$ cat src/rtl/age_order_sched_pkg.sv
// Shared types and helpers for the oldest-first scheduler.
// Widths here are the default configuration; the top re-derives widths from its parameters.
package age_order_sched_pkg;

    localparam int unsigned MAX_N      = 16;
    localparam int unsigned AGE_W_DEF  = 5;
    localparam int unsigned DATA_W_DEF = 32;

    typedef logic [AGE_W_DEF-1:0]      age_t;
    typedef logic [$clog2(MAX_N)-1:0]  idx_t;

    typedef struct packed {
        logic                  vld;
        age_t                  age;
        logic [DATA_W_DEF-1:0] data;
    } slot_t;

    // Number of arrivals this cycle at indices below idx (prefix popcount).
    function automatic int unsigned rank_of_arrival(input logic [MAX_N-1:0] arr,
                                                    input int unsigned      idx);
        int unsigned cnt;
        cnt = 0;
        for (int unsigned j = 0; j < MAX_N; j++) begin
            if (j < idx && arr[j]) cnt++;
        end
        return cnt;
    endfunction

endpackage

$ cat src/rtl/age_order_sched_choose.sv
// N-way combinational oldest-select: one-hot pick of the valid entry with the smallest age.
// Ties resolve to the lower index.
module choose_one_with_age_n #(
    parameter int N     = 3,
    parameter int AGE_W = 5
) (
    input  logic [N-1:0]       in_vld,
    input  logic [N*AGE_W-1:0] in_age,
    output logic [N-1:0]       out_vld
);

    logic             found;
    logic [AGE_W-1:0] best_age;
    int unsigned      best_i;

    always_comb begin
        out_vld  = '0;
        found    = 1'b0;
        best_age = '0;
        best_i   = 0;
        // Strict less-than keeps the first (lowest-index) candidate on equal ages.
        for (int unsigned i = 0; i < N; i++) begin
            if (in_vld[i] && (!found || in_age[i*AGE_W +: AGE_W] < best_age)) begin
                found    = 1'b1;
                best_age = in_age[i*AGE_W +: AGE_W];
                best_i   = i;
            end
        end
        if (found) out_vld = N'(1) << best_i;
    end

endmodule

$ cat src/rtl/age_order_sched.sv
// Oldest-first scheduler: one pending slot per requester, issued in arrival-rank order.
// Optional same-cycle bypass into an empty scheduler: AGE_ORDER_SCHED_BYPASS_EN.
module age_order_sched
    import age_order_sched_pkg::*;
#(
    parameter int N      = 3,
    parameter int DATA_W = 32,
    parameter int AGE_W  = AGE_W_DEF,
    parameter int IDX_W  = $clog2(N)
) (
    input  logic                clk,
    input  logic                rst_n,
    input  logic [N-1:0]        in_vld,
    output logic [N-1:0]        in_rdy,
    input  logic [N*DATA_W-1:0] in_data,
    output logic                out_vld,
    input  logic                out_rdy,
    output logic [IDX_W-1:0]    out_idx,
    output logic [DATA_W-1:0]   out_data,
    output logic [AGE_W-1:0]    out_age,
    output logic [IDX_W:0]      occ
);

    logic [N-1:0]        slot_vld;
    logic [AGE_W-1:0]    slot_age  [N];
    logic [DATA_W-1:0]   slot_data [N];

    logic [N*AGE_W-1:0]  age_flat;
    logic [N-1:0]        sel;
    logic [N-1:0]        grant;
    logic [N-1:0]        acc;
    logic [MAX_N-1:0]    acc_ext;
    logic [IDX_W-1:0]    sel_idx;
    logic [AGE_W-1:0]    sel_age;
    logic [DATA_W-1:0]   sel_data;
    logic [IDX_W:0]      occ_after;
    logic [AGE_W-1:0]    new_age [N];
    logic                bypass;

    always_comb begin
        age_flat = '0;
        for (int unsigned i = 0; i < N; i++) age_flat[i*AGE_W +: AGE_W] = slot_age[i];
    end

    choose_one_with_age_n #(
        .N     (N),
        .AGE_W (AGE_W)
    ) u_choose (
        .in_vld  (slot_vld),
        .in_age  (age_flat),
        .out_vld (sel)
    );

    always_comb begin
        sel_idx  = '0;
        sel_age  = '0;
        sel_data = '0;
        for (int unsigned i = 0; i < N; i++) begin
            if (sel[i]) begin
                sel_idx  = IDX_W'(i);
                sel_age  = slot_age[i];
                sel_data = slot_data[i];
            end
        end
    end

    always_comb begin
        occ = '0;
        for (int unsigned i = 0; i < N; i++) occ = occ + (IDX_W+1)'(slot_vld[i]);
    end

    assign in_rdy = ~slot_vld;
    assign grant  = sel & {N{out_rdy}};

`ifdef AGE_ORDER_SCHED_BYPASS_EN
    logic [IDX_W-1:0] byp_idx;

    always_comb begin
        bypass  = (slot_vld == '0) && $onehot(in_vld) && out_rdy;
        byp_idx = '0;
        for (int unsigned i = 0; i < N; i++) begin
            if (in_vld[i]) byp_idx = IDX_W'(i);
        end
    end
`else
    assign bypass = 1'b0;
`endif

    // Stamping happens after removal: new ranks start at the post-grant occupancy.
    always_comb begin
        acc       = bypass ? '0 : (in_vld & ~slot_vld);
        acc_ext   = MAX_N'(acc);
        occ_after = occ - (IDX_W+1)'(|grant);
        for (int unsigned i = 0; i < N; i++) begin
            new_age[i] = AGE_W'(occ_after) + AGE_W'(rank_of_arrival(acc_ext, i));
        end
    end

    always_comb begin
        out_vld  = |slot_vld;
        out_idx  = sel_idx;
        out_data = sel_data;
        out_age  = sel_age;
`ifdef AGE_ORDER_SCHED_BYPASS_EN
        if (bypass) begin
            out_vld  = 1'b1;
            out_idx  = byp_idx;
            out_data = in_data[byp_idx*DATA_W +: DATA_W];
            out_age  = '0;
        end
`endif
    end

    always_ff @(posedge clk or negedge rst_n) begin
        if (!rst_n) begin
            slot_vld <= '0;
            for (int unsigned i = 0; i < N; i++) begin
                slot_age[i]  <= '0;
                slot_data[i] <= '0;
            end
        end else begin
            for (int unsigned i = 0; i < N; i++) begin
                if (grant[i]) begin
                    slot_vld[i] <= 1'b0;
                    slot_age[i] <= '0;
                end else if (slot_vld[i]) begin
                    if (|grant && slot_age[i] > sel_age) slot_age[i] <= slot_age[i] - AGE_W'(1);
                end else if (acc[i]) begin
                    slot_vld[i]  <= 1'b1;
                    slot_age[i]  <= new_age[i];
                    slot_data[i] <= in_data[i*DATA_W +: DATA_W];
                end
            end
        end
    end

endmodule

$ cat config.mk
export PLATFORM = sky130hd
export DESIGN_NAME = age_order_sched
export DESIGN_NICKNAME = d
export VERILOG_FILES = /design/src/rtl/age_order_sched_pkg.sv /design/src/rtl/age_order_sched_choose.sv /design/src/rtl/age_order_sched.sv
export SDC_FILE = /design/constraint.sdc
export NUM_CORES = 1
export LEC_CHECK = 0
export CAP_MARGIN = 40
export CORE_UTILIZATION = 47
export CTS_BUF_LIST = sky130_fd_sc_hd__clkbuf_4 sky130_fd_sc_hd__clkbuf_8
export DETAILED_ROUTE_END_ITERATION = 8
export GPL_ROUTABILITY_DRIVEN = 1
export PLACE_DENSITY_LB_ADDON = 0.1
export SYNTH_ARGS = -nofsm -noshare
export SYNTH_HDL_FRONTEND = slang
export SYNTH_SLANG_ARGS = --single-unit
$ cat constraint.sdc
create_clock -name clk -period 5.8 [get_ports clk]
set_input_delay 1.74 -clock clk [delete_from_list [all_inputs] [get_ports clk]]
set_output_delay 1.74 -clock clk [all_outputs]
set_load 0.05 [all_outputs]
Word-level counts from Yosys, hierarchy flattened
Cells that the tools add are included.

Shift-type cells: 1. Bitwise gates (word level): 9. $lt $le $gt $ge: 5. Reductions and logical operators: 20. $add $sub $neg: 9. Eq/ne operators: 3. Muxes and demuxes: 39.

Operators by type and width (number): 32-bit 2-to-1 mux (3); 5-bit 2-to-1 mux (18); 5-bit > comparator (3); 1-bit 2-to-1 mux (15); 5-bit by 1-bit subtractor with 5-bit output (second input constant) (3); 5-bit less-than comparator (2); 3-bit by 1-bit != test with 1-bit output (second input constant) (3); 3-bit AND reduction (3); 3-bit nonzero test (3); 3-bit bitwise AND (2); 1-bit NOT (6); 2-bit AND reduction (3); 3-bit OR reduction (2); 3-bit by 5-bit adder with 5-bit output (1); 1-bit logical AND (5); 3-bit by 1-bit adder with 4-bit output (1); 2-bit 2-to-1 mux (2); 2-bit by 1-bit adder with 3-bit output (1); 3-bit 2-to-1 mux (1); 3-bit NOT (1); 1-bit by 2-bit << shifter with 3-bit output (first input constant) (1); 3-bit by 1-bit subtractor with 3-bit output (1); 1-bit by 1-bit adder with 2-bit output (1); 1-bit by 1-bit adder with 2-bit output (second input constant) (1); other kinds (2) (4).

Output and inout port bits: 46. Register bits after elaboration: 114.

Logic depth before layout (Yosys ltp)
Depth after elaboration: 19. Mapped depth: 28. Gate-level depth less buffers: 23.

Hierarchy
From an unflattened synthesis, not the netlist that was laid out.

Cell total of the unflattened synthesis: 622. Area, all modules: 6595.1 um^2.

By module, submodules not included: age_order_sched (area each 6227.2 um^2, times used 1, sequential area each 2852.7 um^2, cells an instance 573); choose_one_with_age_n (area each 367.9 um^2, times used 1, sequential area each 0.0 um^2, cells an instance 49).

Worst setup path before layout
No wires, ideal clock.

Kind: register -> output. Start point: reg slot_vld[0]. End point: out out_data[25]. Setup slack: -0.876 ns. Stages on the path, launching flop included: 21. Buffers on the path: 5. Required time: 4.060 ns. Data arrival time: 4.936 ns. Path through: dfrtp_1 -> clkbuf_1 -> clkbuf_1 -> nand2_1 -> ha_1 -> a21oi_1 -> o221ai_2 -> a21oi_1 -> buf_2 -> buf_2 -> nor2_1 -> a22oi_1 -> ha_1 -> a21o_1 -> a21o_1 -> a21oi_1 -> o21ai_0 -> a21oi_2 -> clkbuf_1 -> nand2_1 -> o21ai_0.

Longest elaborated chain between the ends: 14. Elaborated cells between the ends (all ways): 20.

Ends and longest elaborated chain: from (decl) (RTL line age_order_sched.sv:24) `logic [N-1:0] slot_vld;`; from (signal assigned) (RTL line age_order_sched.sv:116) `slot_vld <= '0;`; from (signal, indexed assignment) (RTL line age_order_sched.sv:124) `slot_vld[i] <= 1'b0;`; from (signal, indexed assignment) (RTL line age_order_sched.sv:129) `slot_vld[i] <= 1'b1;`; 5-bit 2-to-1 mux / 1-bit 2-to-1 mux (equally long branches) (RTL line age_order_sched_choose.sv:23) `if (in_vld[i] && (!found || in_age[i*AGE_W +: AGE_W] < best_age)) begin`; 5-bit less-than comparator / 1-bit zero test (equally long branches) (RTL line age_order_sched_choose.sv:23); 1-bit logical OR (RTL line age_order_sched_choose.sv:23); 1-bit logical AND (RTL line age_order_sched_choose.sv:23); 5-bit 2-to-1 mux / 1-bit 2-to-1 mux (equally long branches) (RTL line age_order_sched_choose.sv:23); 5-bit less-than comparator / 1-bit zero test (equally long branches) (RTL line age_order_sched_choose.sv:23); 1-bit logical OR (RTL line age_order_sched_choose.sv:23); 1-bit logical AND (RTL line age_order_sched_choose.sv:23); 2-bit 2-to-1 mux (RTL line age_order_sched_choose.sv:23); 1-bit by 2-bit << shifter with 3-bit output (RTL line age_order_sched_choose.sv:29) `if (found) out_vld = N'(1) << best_i;`; 3-bit 2-to-1 mux (*) (RTL line age_order_sched_choose.sv:29); 32-bit 2-to-1 mux (2 in a row) (RTL line age_order_sched.sv:59) `if (sel[i]) begin`; 32-bit 2-to-1 mux (*) (RTL line age_order_sched.sv:59); to (decl) (RTL line age_order_sched.sv:19) `output logic [DATA_W-1:0] out_data,`.

Mark *: on every way between the ends. The rest lies on a longest branch, timed or not.

Worst setup path after layout
Start point: reg slot_age (netlist bit age_flat[2]). End point: out out_age[0].

Longest elaborated chain between the ends: 14. Elaborated cells between the ends (all ways): 18.

Ends and longest elaborated chain: from (decl) (RTL line age_order_sched.sv:25) `logic [AGE_W-1:0] slot_age [N];`; from (signal, indexed assignment) (RTL line age_order_sched.sv:130) `slot_age[i] <= new_age[i];`; 5-bit 2-to-1 mux (*) (RTL line age_order_sched_choose.sv:23); 5-bit less-than comparator (RTL line age_order_sched_choose.sv:23); 1-bit logical OR (RTL line age_order_sched_choose.sv:23); 1-bit logical AND (RTL line age_order_sched_choose.sv:23); 5-bit 2-to-1 mux / 1-bit 2-to-1 mux (equally long branches) (RTL line age_order_sched_choose.sv:23); 5-bit less-than comparator / 1-bit zero test (equally long branches) (RTL line age_order_sched_choose.sv:23); 1-bit logical OR (RTL line age_order_sched_choose.sv:23); 1-bit logical AND (RTL line age_order_sched_choose.sv:23); 2-bit 2-to-1 mux (RTL line age_order_sched_choose.sv:23); 1-bit by 2-bit << shifter with 3-bit output (RTL line age_order_sched_choose.sv:29); 3-bit 2-to-1 mux (*) (RTL line age_order_sched_choose.sv:29); 5-bit 2-to-1 mux (2 in a row) (RTL line age_order_sched.sv:59); 5-bit 2-to-1 mux (*) (RTL line age_order_sched.sv:59); to (decl) (RTL line age_order_sched.sv:20) `output logic [AGE_W-1:0] out_age,`.

Marked as above.

==> out/metrics.cfg <==
[floorplanning]
die-area_um2 = 13900
die_h_um = 118
io_pins = 148
start_util = 0.491
coreArea_um2 = 12800
die_w_um = 118
num_rows = 41

[setup_path]
cp-start-kind = flop
endpoint_kind = output pin
cp.required_ns = 4.06
criticalPathCategory = reg -> out
arrival_ns = 3.94
critPathMaxFanout = 7

[placed_design]
port_buffers = 146
hpwlAfterDp_um = 12200
place.gp.congestion = 0.970

[synth]
yosysSeqAreaShare = 0.453
synth_warnings = 0
syn_inst = 624
synth.cells.most_frequent = dfrtp_1 (114), mux2_2 (96), nand2_1 (86)
synth.most_common_cell = dfrtp_1
synthArstFlopShare = 1.00
synth.largest_area_cell = dfrtp_1
syn-num-nets = 762
synth.distinct_cells = 48
synth-seq-cells = 114
netlist_top_cells_area = dfrtp_1 (45%), mux2_2 (17%), ha_1 (6.8%)
syn_area_per_cell_um2 = 10.1
synth_top_area_share = 0.453
synth_edf_count = 0
synth_ff_type = dfrtp_1
syn-cell-area_um2 = 6290

[sta]
timing_worst_slew_pin_value_ns = 0.833
fmax_ghz = 0.176
slew_viol_final = 0
fin_crit_sh = 0.980
min_period_ns = 5.68
relSlewSlack = 0.445
finalSetupViolations = 0
finalSetupTns_ns = 0
rsz0062_at_grt = true
hold_viol_final = 0
skew_ns = 0.0124

[detailed_routing]
drt_first_pass_iters = 5
met1_length_um = 7190
routed_wl_um = 17600
first_iter_violations = 316
maxUsedRoutingLayer = met4
detail-route-antenna-nets = 0
wl_met2_um = 8730
drc_errors = 0
vias = 5458
via_per_inst = 5.56
avgRoutedWirePerCell_um = 18.0
wl_met3_um = 1230

[worst_hold_path]
hold_class = reg -> reg

[finish]
drive_gt1_frac = 0.335
area_growth_pct = 48.9
fin_nets = 935
diodes = 0
utilization = 0.730

[grt]
antenna_found_initial = 0
grt_overflow = 0
grtUsageTotal = 0.255
grt_start_max_net_pins = 65
grt_pass1_wl_um = 27600
first_global_vias = 5545

[clock_network]
clk_latency_ns = 0.45
cts_sinks = 114
cts_tree = yes
cts_hold_buffers = 0
h-tree-depth = 4
cts_buffers = 17
cts.path.max_buffers = 2
path_clk_slew_ns = 0.07
root_buffer = clkbuf_8

[job]
cap_violations = 0

[run_status]
outcome = finished, final reports clean

state kept, by name (all words and copies together) (netlist names):
signal,cells
slot_data,96
slot_vld,3
age_flat,15
layer usage:
layer,global-route usage,vias to the layer above
li1,-,2552
met1,0.302,2678
met2,0.415,188
met3,0.0862,40
met4,0.118,0
met5,0,-
placed cells by master (no fill, tap or decap), types with 33 or more instances in the layout:
cell and n:
a21oi_1 45, buf_12 40, buf_4 41, clkdlybuf4s50_1 106, dfrtp_1 110, ha_1 33, mux2_2 96, nand2_1 86
nor2_1 46, o21ai_2 35
cells by family (layout without fill, tap and decap cells):
logic type / Yosys count / count (layout) / synth area share
and+or+nand+nor: 167 / 167 / 0.115
DFF: 114 / 114 / 0.453
AOI/OAI and AO/OA: 145 / 145 / 0.135
adders and majority gates: 36 / 36 / 0.0740
other: 1 / 1 / 0.000596
muxes: 99 / 99 / 0.177
buffers and inverters: 54 / 240 / 0.0346
xor gates and xnor gates: 8 / 8 / 0.0111
critical path, stage by stage, from the launching register on:
cell and delay (ns):
dfrtp_2 0.40, nand2_1 0.08, ha_1 0.31, a21oi_2 0.19, o221ai_4 0.13, a21oi_4 0.28, nor2_4 0.08, a22oi_2 0.14
ha_1 0.27, a21o_1 0.18, a21o_1 0.19, a21oi_2 0.17, o21ai_1 0.11, a21oi_4 0.29, buf_12 0.18, a221oi_1 0.08
a21oi_4 0.25, buf_12 0.17
through the flow:
step	hold slack [ns]	setup WS (ns)	cells	instance area [µm²]
5_1_grt	0.521	-0.0910	982	9370
4_1_cts	0.511	0.00809	958	9080
3_3_place_gp	0.488	0.307	923	8550
2_1_floorplan	0.481	-0.0169	624	6460
6_report	0.510	0.119	982	9370
3_5_place_dp	0.496	0.194	924	8580
worst paths after layout:
kind                                           startpoint                         to  slack (ns)  depth (start not counted)
worst min-delay path            slot_data[28]$_DFFE_PN0P_  slot_data[28]$_DFFE_PN0P_        0.51                          1
min in group asynchronous                           rst_n  slot_data[39]$_DFFE_PN0P_        1.38                          1
worst min register to register  slot_data[28]$_DFFE_PN0P_  slot_data[28]$_DFFE_PN0P_        0.51                          1
worst max-delay path              age_flat[2]$_DFFE_PN0P_                 out_age[0]        0.12                         17
worst max register to register    age_flat[2]$_DFFE_PN0P_    age_flat[9]$_DFFE_PN0P_        0.51                         24
max in group asynchronous                           rst_n  slot_data[85]$_DFFE_PN0P_        3.25                          2
area by class of cell:
class / instances / area (µm²)
repair buffers: 193 / 2320
clock buffers: 18 / 248
flip-flops and latches: 114 / 2860
well taps: 172 / 215
fillers: 900 / 3460
inverters: 15 / 56.3
multi-input cells: 456 / 3460
clock inverters: 14 / 200
what timing repair did:
item	CTS	global route
pin swaps	1	3
gates cloned	0	4
endpoints found under the setup margin	39	40
endpoints found under the hold margin	0	0
buffers inserted	2	20
resized for setup	10	7
Power is left out: the tool's default activity adds up to more than one toggle a clock period on the data nets, which glitch-free logic cannot reach.
